[src/rtl/quote_dispatch_ctrl.sv]
// Quote-to-order dispatcher: turns bid/ask quote pairs into buy/sell orders with a post-burst cooldown.
// Optional macro QUOTE_CROSS_CHECK_EN rejects crossed/locked quotes in IDLE.
module quote_dispatch_ctrl #(
    parameter int unsigned DATA_WIDTH      = 32,
    parameter int unsigned COOLDOWN_CYCLES = 16
) (
    input  logic                  i_clk,
    input  logic                  i_reset,
    input  logic                  i_quote_valid,
    input  logic [DATA_WIDTH-1:0] i_buy_price,
    input  logic [DATA_WIDTH-1:0] i_ask_price,
    input  logic                  i_enable,
    output logic                  o_order_valid,
    input  logic                  i_order_ready,
    output logic                  o_order_side,
    output logic [DATA_WIDTH-1:0] o_order_price,
    output logic                  o_busy,
    output logic [15:0]           o_drop_count
);

    typedef enum logic [1:0] {StIdle, StSendBid, StSendAsk, StCooldown} state_e;

    localparam logic [15:0] CoolLoad = 16'(COOLDOWN_CYCLES - 1);

    state_e                state_q, state_d;
    logic [DATA_WIDTH-1:0] pend_bid_q, pend_bid_d, pend_ask_q, pend_ask_d;
    logic                  pend_flag_q, pend_flag_d;
    logic [DATA_WIDTH-1:0] work_bid_q, work_bid_d, work_ask_q, work_ask_d;
    logic [DATA_WIDTH-1:0] last_bid_q, last_bid_d, last_ask_q, last_ask_d;
    logic [15:0]           cool_cnt_q, cool_cnt_d;
    logic [15:0]           drop_cnt_q, drop_cnt_d;

    logic [DATA_WIDTH-1:0] cand_bid, cand_ask;
    logic                  cand_valid, bid_changed, ask_changed, work_ask_changed;
    logic                  crossed, transfer;
    logic [1:0]            drop_inc;
    logic [16:0]           drop_sum;

    // An incoming quote always takes precedence over the pending one.
    always_comb begin
        cand_valid       = i_quote_valid | pend_flag_q;
        cand_bid         = i_quote_valid ? i_buy_price : pend_bid_q;
        cand_ask         = i_quote_valid ? i_ask_price : pend_ask_q;
        bid_changed      = (cand_bid != '0) && (cand_bid != last_bid_q);
        ask_changed      = (cand_ask != '0) && (cand_ask != last_ask_q);
        work_ask_changed = (work_ask_q != '0) && (work_ask_q != last_ask_q);
`ifdef QUOTE_CROSS_CHECK_EN
        crossed          = (cand_bid != '0) && (cand_ask != '0) && (cand_bid >= cand_ask);
`else
        crossed          = 1'b0;
`endif
    end

    assign o_order_valid = (state_q == StSendBid) || (state_q == StSendAsk);
    assign o_order_side  = (state_q == StSendAsk);
    assign o_order_price = (state_q == StSendAsk) ? work_ask_q :
                           (state_q == StSendBid) ? work_bid_q : '0;
    assign o_busy        = (state_q != StIdle);
    assign o_drop_count  = drop_cnt_q;
    assign transfer      = o_order_valid & i_order_ready;

    always_comb begin
        state_d     = state_q;
        pend_bid_d  = pend_bid_q;
        pend_ask_d  = pend_ask_q;
        pend_flag_d = pend_flag_q;
        work_bid_d  = work_bid_q;
        work_ask_d  = work_ask_q;
        last_bid_d  = last_bid_q;
        last_ask_d  = last_ask_q;
        cool_cnt_d  = cool_cnt_q;
        drop_inc    = 2'd0;

        // Outside IDLE (or IDLE while disabled) quotes park in pending; overwrites are drops.
        if (i_quote_valid && ((state_q != StIdle) || !i_enable)) begin
            pend_bid_d  = i_buy_price;
            pend_ask_d  = i_ask_price;
            pend_flag_d = 1'b1;
            if (pend_flag_q) drop_inc = 2'd1;
        end

        unique case (state_q)
            StIdle: begin
                if (i_enable && cand_valid) begin
                    pend_flag_d = 1'b0;
                    if (i_quote_valid && pend_flag_q) drop_inc = 2'd1;
                    if (crossed) begin
                        drop_inc = drop_inc + 2'd1;
                    end else begin
                        work_bid_d = cand_bid;
                        work_ask_d = cand_ask;
                        if (bid_changed)      state_d = StSendBid;
                        else if (ask_changed) state_d = StSendAsk;
                    end
                end
            end
            StSendBid: begin
                if (transfer) begin
                    last_bid_d = work_bid_q;
                    if (work_ask_changed) begin
                        state_d = StSendAsk;
                    end else begin
                        state_d    = StCooldown;
                        cool_cnt_d = CoolLoad;
                    end
                end
            end
            StSendAsk: begin
                if (transfer) begin
                    last_ask_d = work_ask_q;
                    state_d    = StCooldown;
                    cool_cnt_d = CoolLoad;
                end
            end
            StCooldown: begin
                if (cool_cnt_q == 16'd0) state_d = StIdle;
                else                     cool_cnt_d = cool_cnt_q - 16'd1;
            end
            default: state_d = StIdle;
        endcase

        drop_sum   = {1'b0, drop_cnt_q} + 17'(drop_inc);
        drop_cnt_d = drop_sum[16] ? 16'hFFFF : drop_sum[15:0];
    end

    always_ff @(posedge i_clk) begin
        if (i_reset) begin
            state_q     <= StIdle;
            pend_bid_q  <= '0;
            pend_ask_q  <= '0;
            pend_flag_q <= 1'b0;
            work_bid_q  <= '0;
            work_ask_q  <= '0;
            last_bid_q  <= '0;
            last_ask_q  <= '0;
            cool_cnt_q  <= '0;
            drop_cnt_q  <= '0;
        end else begin
            state_q     <= state_d;
            pend_bid_q  <= pend_bid_d;
            pend_ask_q  <= pend_ask_d;
            pend_flag_q <= pend_flag_d;
            work_bid_q  <= work_bid_d;
            work_ask_q  <= work_ask_d;
            last_bid_q  <= last_bid_d;
            last_ask_q  <= last_ask_d;
            cool_cnt_q  <= cool_cnt_d;
            drop_cnt_q  <= drop_cnt_d;
        end
    end

endmodule

[config.mk]
export PLATFORM = sky130hd
export DESIGN_NAME = quote_dispatch_ctrl
export DESIGN_NICKNAME = d
export VERILOG_FILES = /design/src/rtl/quote_dispatch_ctrl.sv
export SDC_FILE = /design/constraint.sdc
export NUM_CORES = 1
export LEC_CHECK = 0
export CORE_AREA = 2 2 211 213
export CTS_BUF_LIST = sky130_fd_sc_hd__clkbuf_8
export DETAILED_ROUTE_END_ITERATION = 8
export DIE_AREA = 0 0 213 215
export PLACE_DENSITY = 0.46
export SLEW_MARGIN = 20
export SYNTH_ARGS = -nofsm -noshare
export SYNTH_HDL_FRONTEND = slang
export SYNTH_SLANG_ARGS = --single-unit
[constraint.sdc]
create_clock -name i_clk -period 3.65 [get_ports i_clk]
set_clock_uncertainty 0.1 [all_clocks]
set_input_delay 1.095 -clock i_clk [delete_from_list [all_inputs] [get_ports i_clk]]
set_output_delay 1.095 -clock i_clk [all_outputs]
set_load 0.005 [all_outputs]
==> results_dict.tcl <==
set metrics [dict create \
    postRouteAntennaNets 0 \
    routed_wire_length_per_instance_um 17.8 \
    clk_transition_reported_paths_ns 0.06 \
    synth_cell_area_sq_um 10700 \
    drc 0 \
    tritoncts.num_buffers 44 \
    worst_ir_drop_vdd_v 0.000286 \
    area_delta_synth_final_pct 30.0 \
    worst_r2r_path_depth 9 \
    design.portCount 120 \
    drt-vias-per-instance 4.62 \
    total_nets_after_synthesis 1419 \
    status "completed" \
    grt_setup_unrepaired "no" \
    port_buffers 119 \
    fp.coreArea_sq_um 43600 \
    cts_tree "done" \
    final_net_count 1576 \
    start_kind "flop" \
    synthArstFlopShare 0 \
    grt_max_degree 83 \
    timing.fmax_ghz 0.282 \
    globalplace.congestion 0.847 \
    ctsHtreeMaxLevel 2 \
    drive_above_1_share 0.114 \
    path_depth 6 \
    max_cap_viols 0 \
    grt_remaining_overflow 0 \
    final_min_period_over_clock_period 0.972 \
    crit_path_max_fanout 14 \
    final.min_clock_period_ns 3.55 \
    clk-insertion-delay-late_ns 0.64 \
    setup-violations-final 0 \
    postSynthAreaPerCell_sq_um 7.99 \
    top_metal_used "met4" \
    top_flip_flop_cell_by_instance_count_after_synthesis "dfxtp_1" \
    fin_hold_ws_ns 0.356 \
    detailroute.wirelength.met3_um 1580 \
    design.die.area_sq_um 45800 \
    power.static_leakage_nw 5.08 \
    ys_warn_count 0 \
    critical_path_buffer_and_inverter_count 4 \
    grt_first_pass_wirelength_um 57700 \
    final.setup.worst_slack_ns 0.102 \
    tritoncts_num_sinks 227 \
    met2_wirelength_um 17500 \
    cts-root-to-sink-buffers 3 \
    cpMaxStageDelayCell "clkdlybuf4s50_1" \
    hp-class "flop to flop" \
    postRouteWirelength_um 37900 \
    antenna_found_initial 0 \
    cts-hold-fix-buffers 0 \
    crit_family "buffers and inverters" \
    post_route_m1_wl_um 17700 \
    fin_tns_setup_ns 0 \
    placement_cell_area_sq_um 12900 \
    hpwlAfterDp_um 26600 \
    synthDistinctLibCells 42 \
    detailroute.via_count 9802 \
    area_of_all_placed_cells_without_fillers_sq_um 13900 \
    worst_setup_path_end_kind "output port" \
    timing.critical_path.slowest_cell_delay_ns 0.54 \
    timing.final.max_slew_violations 0 \
    final_common_cell "nand2_1" \
    timing.critical_path.required_ns 2.45 \
    core.rowCount 77 \
    power.density_nw_per_um2 618 \
    timing_worst_setup_path_type "flop to output port" \
    synth_enable_flop_cells 0 \
    post_synth_inst_count 1342 \
    worst_hold_path.num_cells 2 \
    yosysSeqAreaShare 0.424 \
    initial_utilization 0.246 \
    via_count_of_the_first_global_routing_pass 9452 \
    drt-initial-drc-count 650 \
    crit_chain "inv_2 -> ha_4 -> buf_12 -> buf_4 -> o21ai_2 -> clkdlybuf4s50_1" \
    final-hold-violation-count 0 \
    cts_root_buffer "clkbuf_8" \
    antenna_cells_inserted 0 \
    timing.critical_path.arrival_ns 2.35 \
    most_frequent_cells_in_the_layout "nand2_1 (333), dfxtp_1 (226), a21oi_1 (154)" \
    first_pass_iters 5 \
    dp_worst_setup_slack_ns -0.157 \
    grt_usage 0.164 \
    die_w_um 213 \
    ys_seq_elements 227 \
    relSlewSlack 0.529 \
    worstMarginPinSlew_ns 0.706 \
    total_power_mw 8.61 \
    die_h_um 215 \
]
==> repair_timing <==
action / 4_1_cts / 5_1_grt
cloned: 0 / 2
buffers inserted: 3 / 0
endpoints found under the hold margin: 0 / 0
resized for setup: 42 / 11
endpoints found under the setup margin: 32 / 27
==> state kept, by name, indices dropped and copies added, names as in the netlist <==
| name | flops |
|---|---|
| pend_bid_q | 32 |
| work_ask_q | 32 |
| last_ask_q | 32 |
| pend_ask_q | 32 |
| work_bid_q | 32 |
| pend_flag_q | 1 |
| cool_cnt_q | 16 |
| last_bid_q | 32 |
| state_q | 2 |
| o_drop_count | 16 |
==> per-layer routing <==
layer  up-vias  track usage
li1       4943            -
met3        58       0.0323
met2       180        0.258
met1      4621        0.224
met5         -            0
met4         0       0.0557
==> path summary, 6_finish.rpt <==
check / start / end / slack (ns)
hold / removal: pend_bid_q[12] / pend_bid_q[12] / 0.36
setup / recovery: state_q[0] / o_order_price[4] / 0.10
setup reg to reg: work_ask_q[10] / cool_cnt_q[2] / 0.87
hold reg to reg: pend_bid_q[12] / pend_bid_q[12] / 0.36
==> cell usage after synthesis, drive strengths merged (3+ instances only) <==
master	number	area [sq um]
ha	8	100
a21oi	154	771
nor3b	3	22.5
nand4	40	250
xor2	69	604
nor4	39	244
mux2i	68	681
buf	25	141
nor2	94	353
xnor2	46	403
nand2	334	1250
inv	15	56.3
nand3	6	30.0
or2	3	18.8
and2	4	25.0
clkbuf	64	240
a311oi	3	26.3
or3	6	37.5
o21ai	34	170
a211oi	66	495
and3	3	18.8
dfxtp	227	4540
nor3	11	55.1
==> metrics by stage <==
stage,std cells,util
floorplan,1342,-
global placement,2040,0.296
detailed placement,2040,0.296
CTS,2120,0.317
global route,2122,0.319
finish,2122,0.319
==> worst min-delay path, cell delays in order (launching register included) <==
cell and delay [ns]:
dfxtp_1 0.30, nand2_1 0.05, a21oi_1 0.05
==> final cells by class <==
| class | count | area (sq um) |
|---|---|---|
| fillers | 4613 | 29700 |
| multi-input cells | 1011 | 5840 |
| flip-flops and latches | 227 | 4550 |
| repair buffers | 200 | 1920 |
| well taps | 592 | 741 |
| clock buffers | 52 | 716 |
| clock inverters | 25 | 123 |
| inverters | 15 | 56.3 |
==> power by group <==
| part | switching (mW) | internal, mW | total (mW) |
|---|---|---|---|
| clock | 1.17 | 1.30 | 2.47 |
| combinational | 1.67 | 1.24 | 2.91 |
| sequential | 0.396 | 2.83 | 3.23 |
==> kinds of logic after synthesis <==
group                    Yosys count  share of synthesized area
AO/OA/AOI/OAI                    270                      0.147
AND/OR/NAND/NOR                  549                      0.220
multiplexers                      69                     0.0645
buffers and inverters            104                     0.0409
flip-flops                       227                      0.424
adder cells (fa/ha/maj)            8                    0.00934
XOR/XNOR                         115                     0.0940
Power figures use the tool's default switching activity.
